**src/rtl/swc_ob_prio_queue.sv**
```systemverilog
// Per-port output queue: per-priority circular FIFOs in one RAM, strict-priority registered read port.
// Define SWC_OB_QUEUE_DROP_EN to ack-and-discard writes to a full FIFO instead of backpressuring.
module swc_ob_prio_queue #(
  parameter int g_num_prios        = 8,
  parameter int g_prio_width       = 3,
  parameter int g_page_addr_width  = 10,
  parameter int g_queue_depth_log2 = 4
) (
  input  logic                         clk_i,
  input  logic                         rst_n_i,

  input  logic                         tr_data_valid_i,
  output logic                         tr_ack_o,
  input  logic [g_page_addr_width-1:0] tr_pageaddr_i,
  input  logic [g_prio_width-1:0]      tr_prio_i,

  output logic                         rd_valid_o,
  output logic [g_page_addr_width-1:0] rd_pageaddr_o,
  output logic [g_prio_width-1:0]      rd_prio_o,
  input  logic                         rd_ack_i,

  output logic [g_num_prios-1:0]       full_o,
  output logic                         empty_o,
  output logic [15:0]                  drop_cnt_o
);

  localparam int unsigned c_depth     = 1 << g_queue_depth_log2;
  localparam int unsigned c_ram_words = g_num_prios * c_depth;
  localparam int unsigned c_ram_aw    = g_prio_width + g_queue_depth_log2;

  typedef logic [g_queue_depth_log2:0] ptr_t;

  typedef enum logic {
    ST_IDLE,
    ST_ACK
  } wr_state_t;

  wr_state_t                    state, state_nxt;
  logic                         wr_en;
  ptr_t                         wr_ptr [g_num_prios];
  ptr_t                         rd_ptr [g_num_prios];
  logic [g_num_prios-1:0]       fifo_full;
  logic [g_num_prios-1:0]       fifo_empty;
  logic                         any_ready;
  logic                         load;
  logic [g_prio_width-1:0]      sel;
  logic [c_ram_aw-1:0]          ram_wr_addr;
  logic [c_ram_aw-1:0]          ram_rd_addr;
  logic [g_page_addr_width-1:0] ram_rd_data;
  logic [g_page_addr_width-1:0] mem [c_ram_words];

  // Extra pointer MSB separates full (MSBs differ) from empty (pointers equal).
  always_comb begin
    fifo_full  = '0;
    fifo_empty = '0;
    for (int unsigned p = 0; p < g_num_prios; p++) begin
      fifo_empty[p] = (wr_ptr[p] == rd_ptr[p]);
      fifo_full[p]  = (wr_ptr[p][g_queue_depth_log2-1:0] == rd_ptr[p][g_queue_depth_log2-1:0]) &&
                      (wr_ptr[p][g_queue_depth_log2] != rd_ptr[p][g_queue_depth_log2]);
    end
  end

  // ---------------------------------------------------------------- write path
`ifdef SWC_OB_QUEUE_DROP_EN
  logic        drop;
  logic [15:0] drop_cnt;
`endif

  always_ff @(posedge clk_i or negedge rst_n_i) begin
    if (!rst_n_i) state <= ST_IDLE;
    else          state <= state_nxt;
  end

  always_comb begin
    state_nxt = state;
    wr_en     = 1'b0;
`ifdef SWC_OB_QUEUE_DROP_EN
    drop      = 1'b0;
`endif
    case (state)
      ST_IDLE: begin
        if (tr_data_valid_i) begin
          if (!fifo_full[tr_prio_i]) begin
            wr_en     = 1'b1;
            state_nxt = ST_ACK;
          end
`ifdef SWC_OB_QUEUE_DROP_EN
          else begin
            drop      = 1'b1;
            state_nxt = ST_ACK;
          end
`endif
        end
      end
      // Valid is ignored here: the arbiter has not yet retired the page just taken.
      ST_ACK:  state_nxt = ST_IDLE;
      default: state_nxt = ST_IDLE;
    endcase
  end

  assign tr_ack_o    = (state == ST_ACK);
  assign ram_wr_addr = {tr_prio_i, wr_ptr[tr_prio_i][g_queue_depth_log2-1:0]};

  always_ff @(posedge clk_i) begin
    if (wr_en) mem[ram_wr_addr] <= tr_pageaddr_i;
  end

`ifdef SWC_OB_QUEUE_DROP_EN
  always_ff @(posedge clk_i or negedge rst_n_i) begin
    if (!rst_n_i)                         drop_cnt <= '0;
    else if (drop && (drop_cnt != '1))    drop_cnt <= drop_cnt + 16'd1;
  end
  assign drop_cnt_o = drop_cnt;
`else
  assign drop_cnt_o = '0;
`endif

  // ----------------------------------------------------------------- read path
  assign any_ready = ~&fifo_empty;
  assign load      = (!rd_valid_o || rd_ack_i) && any_ready;

  // Ascending scan so the highest-index non-empty FIFO wins.
  always_comb begin
    sel = '0;
    for (int unsigned p = 0; p < g_num_prios; p++) begin
      if (!fifo_empty[p]) sel = g_prio_width'(p);
    end
  end

  assign ram_rd_addr = {sel, rd_ptr[sel][g_queue_depth_log2-1:0]};
  assign ram_rd_data = mem[ram_rd_addr];

  always_ff @(posedge clk_i or negedge rst_n_i) begin
    if (!rst_n_i) begin
      for (int unsigned p = 0; p < g_num_prios; p++) begin
        wr_ptr[p] <= '0;
        rd_ptr[p] <= '0;
      end
    end else begin
      for (int unsigned p = 0; p < g_num_prios; p++) begin
        if (wr_en && (tr_prio_i == g_prio_width'(p))) wr_ptr[p] <= wr_ptr[p] + ptr_t'(1);
        if (load && (sel == g_prio_width'(p)))        rd_ptr[p] <= rd_ptr[p] + ptr_t'(1);
      end
    end
  end

  always_ff @(posedge clk_i or negedge rst_n_i) begin
    if (!rst_n_i) begin
      rd_valid_o    <= 1'b0;
      rd_pageaddr_o <= '0;
      rd_prio_o     <= '0;
    end else if (load) begin
      rd_valid_o    <= 1'b1;
      rd_pageaddr_o <= ram_rd_data;
      rd_prio_o     <= sel;
    end else if (rd_ack_i) begin
      rd_valid_o    <= 1'b0;
    end
  end

  assign full_o  = fifo_full;
  assign empty_o = !rd_valid_o && (&fifo_empty);

endmodule
```
**config.mk**
```make
export PLATFORM = sky130hd
export DESIGN_NAME = swc_ob_prio_queue
export DESIGN_NICKNAME = d
export VERILOG_FILES = /design/src/rtl/swc_ob_prio_queue.sv
export SDC_FILE = /design/constraint.sdc
export NUM_CORES = 2
export LEC_CHECK = 0
export CORE_MARGIN = 2
export CORE_UTILIZATION = 45
export CTS_BUF_LIST = sky130_fd_sc_hd__clkbuf_16
export CTS_CLUSTER_DIAMETER = 150
export DETAILED_ROUTE_END_ITERATION = 10
export MAX_ROUTING_LAYER = met4
export PLACE_DENSITY_LB_ADDON = 0.12
export REMOVE_ABC_BUFFERS = 1
export SYNTH_ARGS = -nofsm -noshare
export SYNTH_HDL_FRONTEND = slang
export SYNTH_SLANG_ARGS = --single-unit
```
**constraint.sdc**
```tcl
create_clock -name clk_i -period 4.38 [get_ports clk_i]
set_clock_uncertainty 0.2 [all_clocks]
set_input_delay 0.876 -clock clk_i [delete_from_list [all_inputs] [get_ports clk_i]]
set_output_delay 0.876 -clock clk_i [all_outputs]
set_load 0.1 [all_outputs]
```
* Word level (Yosys, flattened, before mapping)
Memories as Yosys holds them, arrays and structs flattened. A register that Yosys moved wholly into a read port is not among the register bits.
Index checks and enable logic that the tools add are counted.
** Word-level totals
- Logic and storage cells :: 137
- Flip-flop bits (word level) :: 85
- Output and inout bits :: 40
- RAM bits :: 1280
- Bits of input ports :: 17
- Memories kept :: 1
** Operators by class
- Add/subtract/negate cells :: 16
- Order comparisons :: 3
- Bitwise gates (word level) :: 3
- Multiplexer cells :: 23
- Eq/ne operators :: 38
- Reduce and logical (&&, ||, !) cells :: 34
** Memory list
- mem :: words 128, bits a word 10, read ports 1, clocked after Yosys merged registers in 1, write ports 1, RTL line 50 : logic [g_page_addr_width-1:0] mem [c_ram_words];
** Operators with widths (count)
- 5-bit by 1-bit adder with 5-bit output (second input constant) :: 16
- 5-bit == test :: 8
- 4-bit == test :: 8
- 5-bit binary-select mux with 3-bit select :: 2
- 1-bit logical AND :: 26
- 3-bit == test (second input constant) :: 8
- 3-bit 2-to-1 mux :: 6
- 4-bit 2-to-1 mux :: 4
- 3-bit by 2-bit == test with 1-bit output (second input constant) :: 4
- 1-bit 2-to-1 mux :: 9
- 4-bit greater-or-equal comparator (second input constant) :: 2
- 1-bit != test :: 8
- 3-bit NOT with 4-bit output :: 2
- 8-bit AND reduction :: 1
- 3-bit by 1-bit == test with 1-bit output (second input constant) :: 2
- 3-bit zero test :: 2
- 3-bit by 4-bit < comparator with 1-bit output (second input constant) :: 1
- 1-bit binary-select mux with 3-bit select :: 1
- 1-bit zero test :: 3
- 1-bit case mux with 2 select lines :: 1
- 2-bit nonzero test :: 1
- 1-bit logical OR :: 1
- 1-bit NOT :: 1

* Logic depth before layout (Yosys ltp)
- Depth after elaboration :: 12
- Mapped depth :: 20
- Mapped depth without buffers :: 13

* Worst setup path before layout
No wires, ideal clock.
- Kind :: register to output
- From :: register rd_ptr[25] in the netlist's numbering
- To :: output empty_o
- Path slack :: -651 ps
- Required time :: 3304 ps
- Arrival time :: 3955 ps
- Stages on the path, launching flop included :: 7
- Cell sequence :: dfrtp_1 > xnor2_1 > nand4_1 > or4_1 > clkbuf_1 > or4_1 > nor3_1
** Between the ends
- Cells in the longest elaborated chain, start to end :: 3
** RTL lines
- from (decl) :: RTL line 41 : ptr_t rd_ptr [g_num_prios];
- from (signal, indexed assignment) :: RTL line 142 : if (load && (sel == g_prio_width'(p))) rd_ptr[p] <= rd_ptr[p] + ptr_t'(1);
- 5-bit == test :: RTL line 57 : fifo_empty[p] = (wr_ptr[p] == rd_ptr[p]);
- 8-bit AND reduction :: RTL line 162 : assign empty_o = !rd_valid_o && (&fifo_empty);
- 1-bit logical AND :: RTL line 162
- to (decl) :: RTL line 23 : output logic empty_o,
No other way between the ends.

* Worst setup path in the final report
- From :: register rd_ptr[20] in the netlist's numbering
- To :: register rd_pageaddr_o[5] (read register of mem)
** Between the ends
- Cells in the longest elaborated chain, start to end :: 10
** RTL lines
- 5-bit == test :: RTL line 57
- 3-bit 2-to-1 mux (5 in series) :: RTL line 126 : if (!fifo_empty[p]) sel = g_prio_width'(p);
- 3-bit NOT with 4-bit output (implied by the code) :: RTL line 130 : assign ram_rd_addr = {sel, rd_ptr[sel][g_queue_depth_log2-1:0]};
- 5-bit binary-select mux with 3-bit select :: RTL line 130
- 4-bit 2-to-1 mux (implied by the code) (2 in series) :: RTL line 130
- to (decl) :: RTL line 18 : output logic [g_page_addr_width-1:0] rd_pageaddr_o,
Parallel ways exist; a longest one is shown, timed or not. The select of a mux whose other input is x is not followed.
A chain may end at the register's enable or synchronous reset.

==> impl_metrics.csv <==
group,metric,value,unit
die,die_h,356,um
hold_path,min_path_type,"reg -> reg",
route,routed_wl,184000,um
die,placementRows,129,
clocking,clockBufferDepth,3,
route,viasPerCell,5.86,
worst_setup_path,critical_path_class,"reg -> reg",
cells_and_area,fin_util,56.2,%
clocking,clkSlewWorstSetupHoldPaths,0.06,ns
cells_and_area,design_area,0.0694,mm^2
route,drcViolationCount,0,
worst_setup_path,critPathRequiredTime,4.84,ns
route,antenna_left,0,
timing,hold_violations,0,
timing,fin_ws,-0.482,ns
global_routing,grt_pass1_vias,36700,
yosys,synth.distinct_cells,80,
global_routing,grt_pass1_wl,264000,um
place,io_buffers,40,
die,core_region_area,0.123,mm^2
worst_setup_path,arrival,5.33,ns
pwr,power.leakage,25.1,nW
worst_setup_path,end_kind,"flip-flop",
route,detail_route.wl_per_cell,28.2,um
clocking,cts_tree,"yes",
flow_run,cap_violations,0,
clocking,htreeDepth,4,
pwr,ir_worst_vdd,0.516,mV
route,first_pass_iters,7,
cells_and_area,drive_gt1_share,22.9,%
cells_and_area,nFillCells,10100,
yosys,syn-cell-area,0.0558,mm^2
yosys,synthCells,4041,
global_routing,antenna_found_initial,3,
status,status,"finished with violations",
die,num_io_pins,57,
route,drt_iter0_drc,4964,
worst_setup_path,crit_fanout,10,
global_routing,grt_max_degree,81,
global_routing,grt_usage,29.8,%
yosys,syn_avg_cell_area,13.8,um^2
yosys,synth-edff-count,1280,
timing,fin_crit_sh,111,%
die,die_w,356,um
yosys,ys_seq_area_share,73.1,%
timing,rsz0062_at_grt,"yes",
timing,slew_violations,0,
cells_and_area,final_cell_mix,"1280 x edfxtp_1, 922 x nand2_1, 652 x buf_4, 296 x nand3_1, 184 x nor2_1",
timing,slew_headroom,24.0,%
timing,hold_ws,0.297,ns
timing,final.min_clock_period,4.86,ns
global_routing,overflow,0,
timing,worst_pin_slew,1.14,ns
yosys,yosys_warnings,0,
timing,setup_viol,10,
clocking,clk_latency,0.78,ns
clocking,numCtsBuffers,148,
yosys,dominantRegCellSynth,"edfxtp_1",
yosys,synth_seq_cells,1375,
cells_and_area,multi_input_area,0.0144,mm^2
place,place_ws,-1.03,ns
timing,fmax,206,MHz
yosys,synth_area_leader_cell,"edfxtp_1",
route,num_vias,38100,
die,die_area,0.127,mm^2
yosys,async_flop_share,6.91,%
cells_and_area,layout_commonest_cell,"edfxtp_1",
cells_and_area,nNetsFinal,4784,
place,hpwl,119000,um
pwr,powerDensity,754,mW/mm^2
yosys,yosysTopAreaCellShare,68.8,%
place,place_area,0.0634,mm^2
cells_and_area,seqCellArea,0.0408,mm^2
yosys,synth.area.top_cells,"edfxtp_1 69%, nand2_1 6.2%, dfrtp_1 4.3%, nand3_1 2.7%, mux2i_1 1.8%",
place,gp_congestion,0.900,
status,violations,"setup timing",
clocking,cts.sinks,1375,
cells_and_area,fin_cells,6505,
cells_and_area,area_delta_synth_final,24.3,%
clocking,cts-root-buf,"clkbuf_16",
place,place_inst,6169,
worst_setup_path,startpoint_type,"flip-flop",
die,start_util,45.2,%
[final timing paths]
check / slack [ns] / endpoint / cells after the start / from
setup / recovery: -0.48 / rd_pageaddr_o[5] / 16 / rd_ptr[20]
hold / removal: 0.30 / rd_ptr[39] / 1 / rd_ptr[39]
setup reg to reg: -0.48 / rd_pageaddr_o[5] / 16 / rd_ptr[20]
hold reg to reg: 0.30 / rd_ptr[39] / 1 / rd_ptr[39]
max in group asynchronous: 2.56 / rd_pageaddr_o[2] / 3 / rst_n_i
min in group asynchronous: 0.46 / rd_ptr[15] / 2 / rst_n_i
[routing by layer]
metal,up-vias,global-route usage (%),wire [um]
met5,-,-,0
met4,0,8.57,5130
met3,283,4.09,14600
met2,1708,45.8,86400
met1,19400,41.8,77400
li1,16700,-,-
[logic make-up after synthesis]
| logic type | share of synthesized area, % |
|---|---|
| buffers and inverters | 2.40 |
| xor gates and xnor gates | 1.57 |
| other | 0.00671 |
| DFF | 73.1 |
| and+or+nand+nor | 13.3 |
| muxes | 3.20 |
| AOI/OAI and AO/OA | 6.04 |
| adders and majority gates | 0.358 |
[registers in the layout (all words and copies together), names as in the netlist]
| register | cells |
|---|---|
| rd_prio_o | 3 |
| tr_ack_o | 1 |
| rd_ptr | 40 |
| mem | 1280 |
| rd_valid_o | 1 |
| rd_pageaddr_o | 10 |
| wr_ptr | 40 |
[synthesized netlist by cell type (35+ instances only)]
library cell and count:
edfxtp_1 1280, nand2_1 925, nand3_1 300, nor2_1 186
nand4_1 114, buf_2 110, mux2i_1 103, dfrtp_1 95
and3_1 80, xnor2_1 79, a31oi_1 78, clkbuf_1 78
a211oi_1 64, a32oi_1 61, buf_1 35, o21ai_0 35
[worst max-delay path, stage by stage, from the launching register on]
cell and delay [ns]:
dfrtp_1 0.41, xnor2_2 0.16, nand4_1 0.19, buf_4 0.19
or4_4 0.47, o211ai_4 0.27, nand3_1 0.16, a311oi_4 0.39
buf_4 0.17, o211ai_1 0.20, buf_6 0.25, a211oi_2 0.27
a2111oi_1 0.08, a22oi_1 0.42, nand3_1 0.12, o31a_1 0.45
a2111o_1 0.33
[where the power goes]
part	total (mW)	switching [mW]	internal [mW]
clock network	11.7	5.18	6.51
logic	25.7	15.2	10.6
registers	15.0	0.291	14.7
[layout make-up]
| cell class | count | share of cell area [%] |
|---|---|---|
| multi-input combinational | 2416 | 20.8 |
| timing repair buffer | 806 | 11.0 |
| clock buffer | 152 | 5.48 |
| sequential | 1375 | 58.8 |
| inverter | 4 | 0.0216 |
| clock inverter | 113 | 0.948 |
| tap | 1637 | 2.95 |
| antenna | 2 | 0.00721 |
[repair_timing]
item                                    4_1_cts  5_1_grt
hold buffers                                  1        0
buffers inserted                             58        5
resized for setup                           131       33
gates cloned                                  9        1
pin swaps                                    55       22
hold endpoints to repair                     44        0
endpoints found under the setup margin       11       11
[through the flow]
step / TNS [ns] / power, mW
4_1_cts: -2.60 / 52.1
5_1_grt: -4.67 / 54.5
6_report: -3.32 / 52.4
3_5_place_dp: -7.32 / 38.0
2_1_floorplan: -75.39 / 24.8
3_3_place_gp: -7.08 / 38.0
Power figures use the tool's default switching activity.
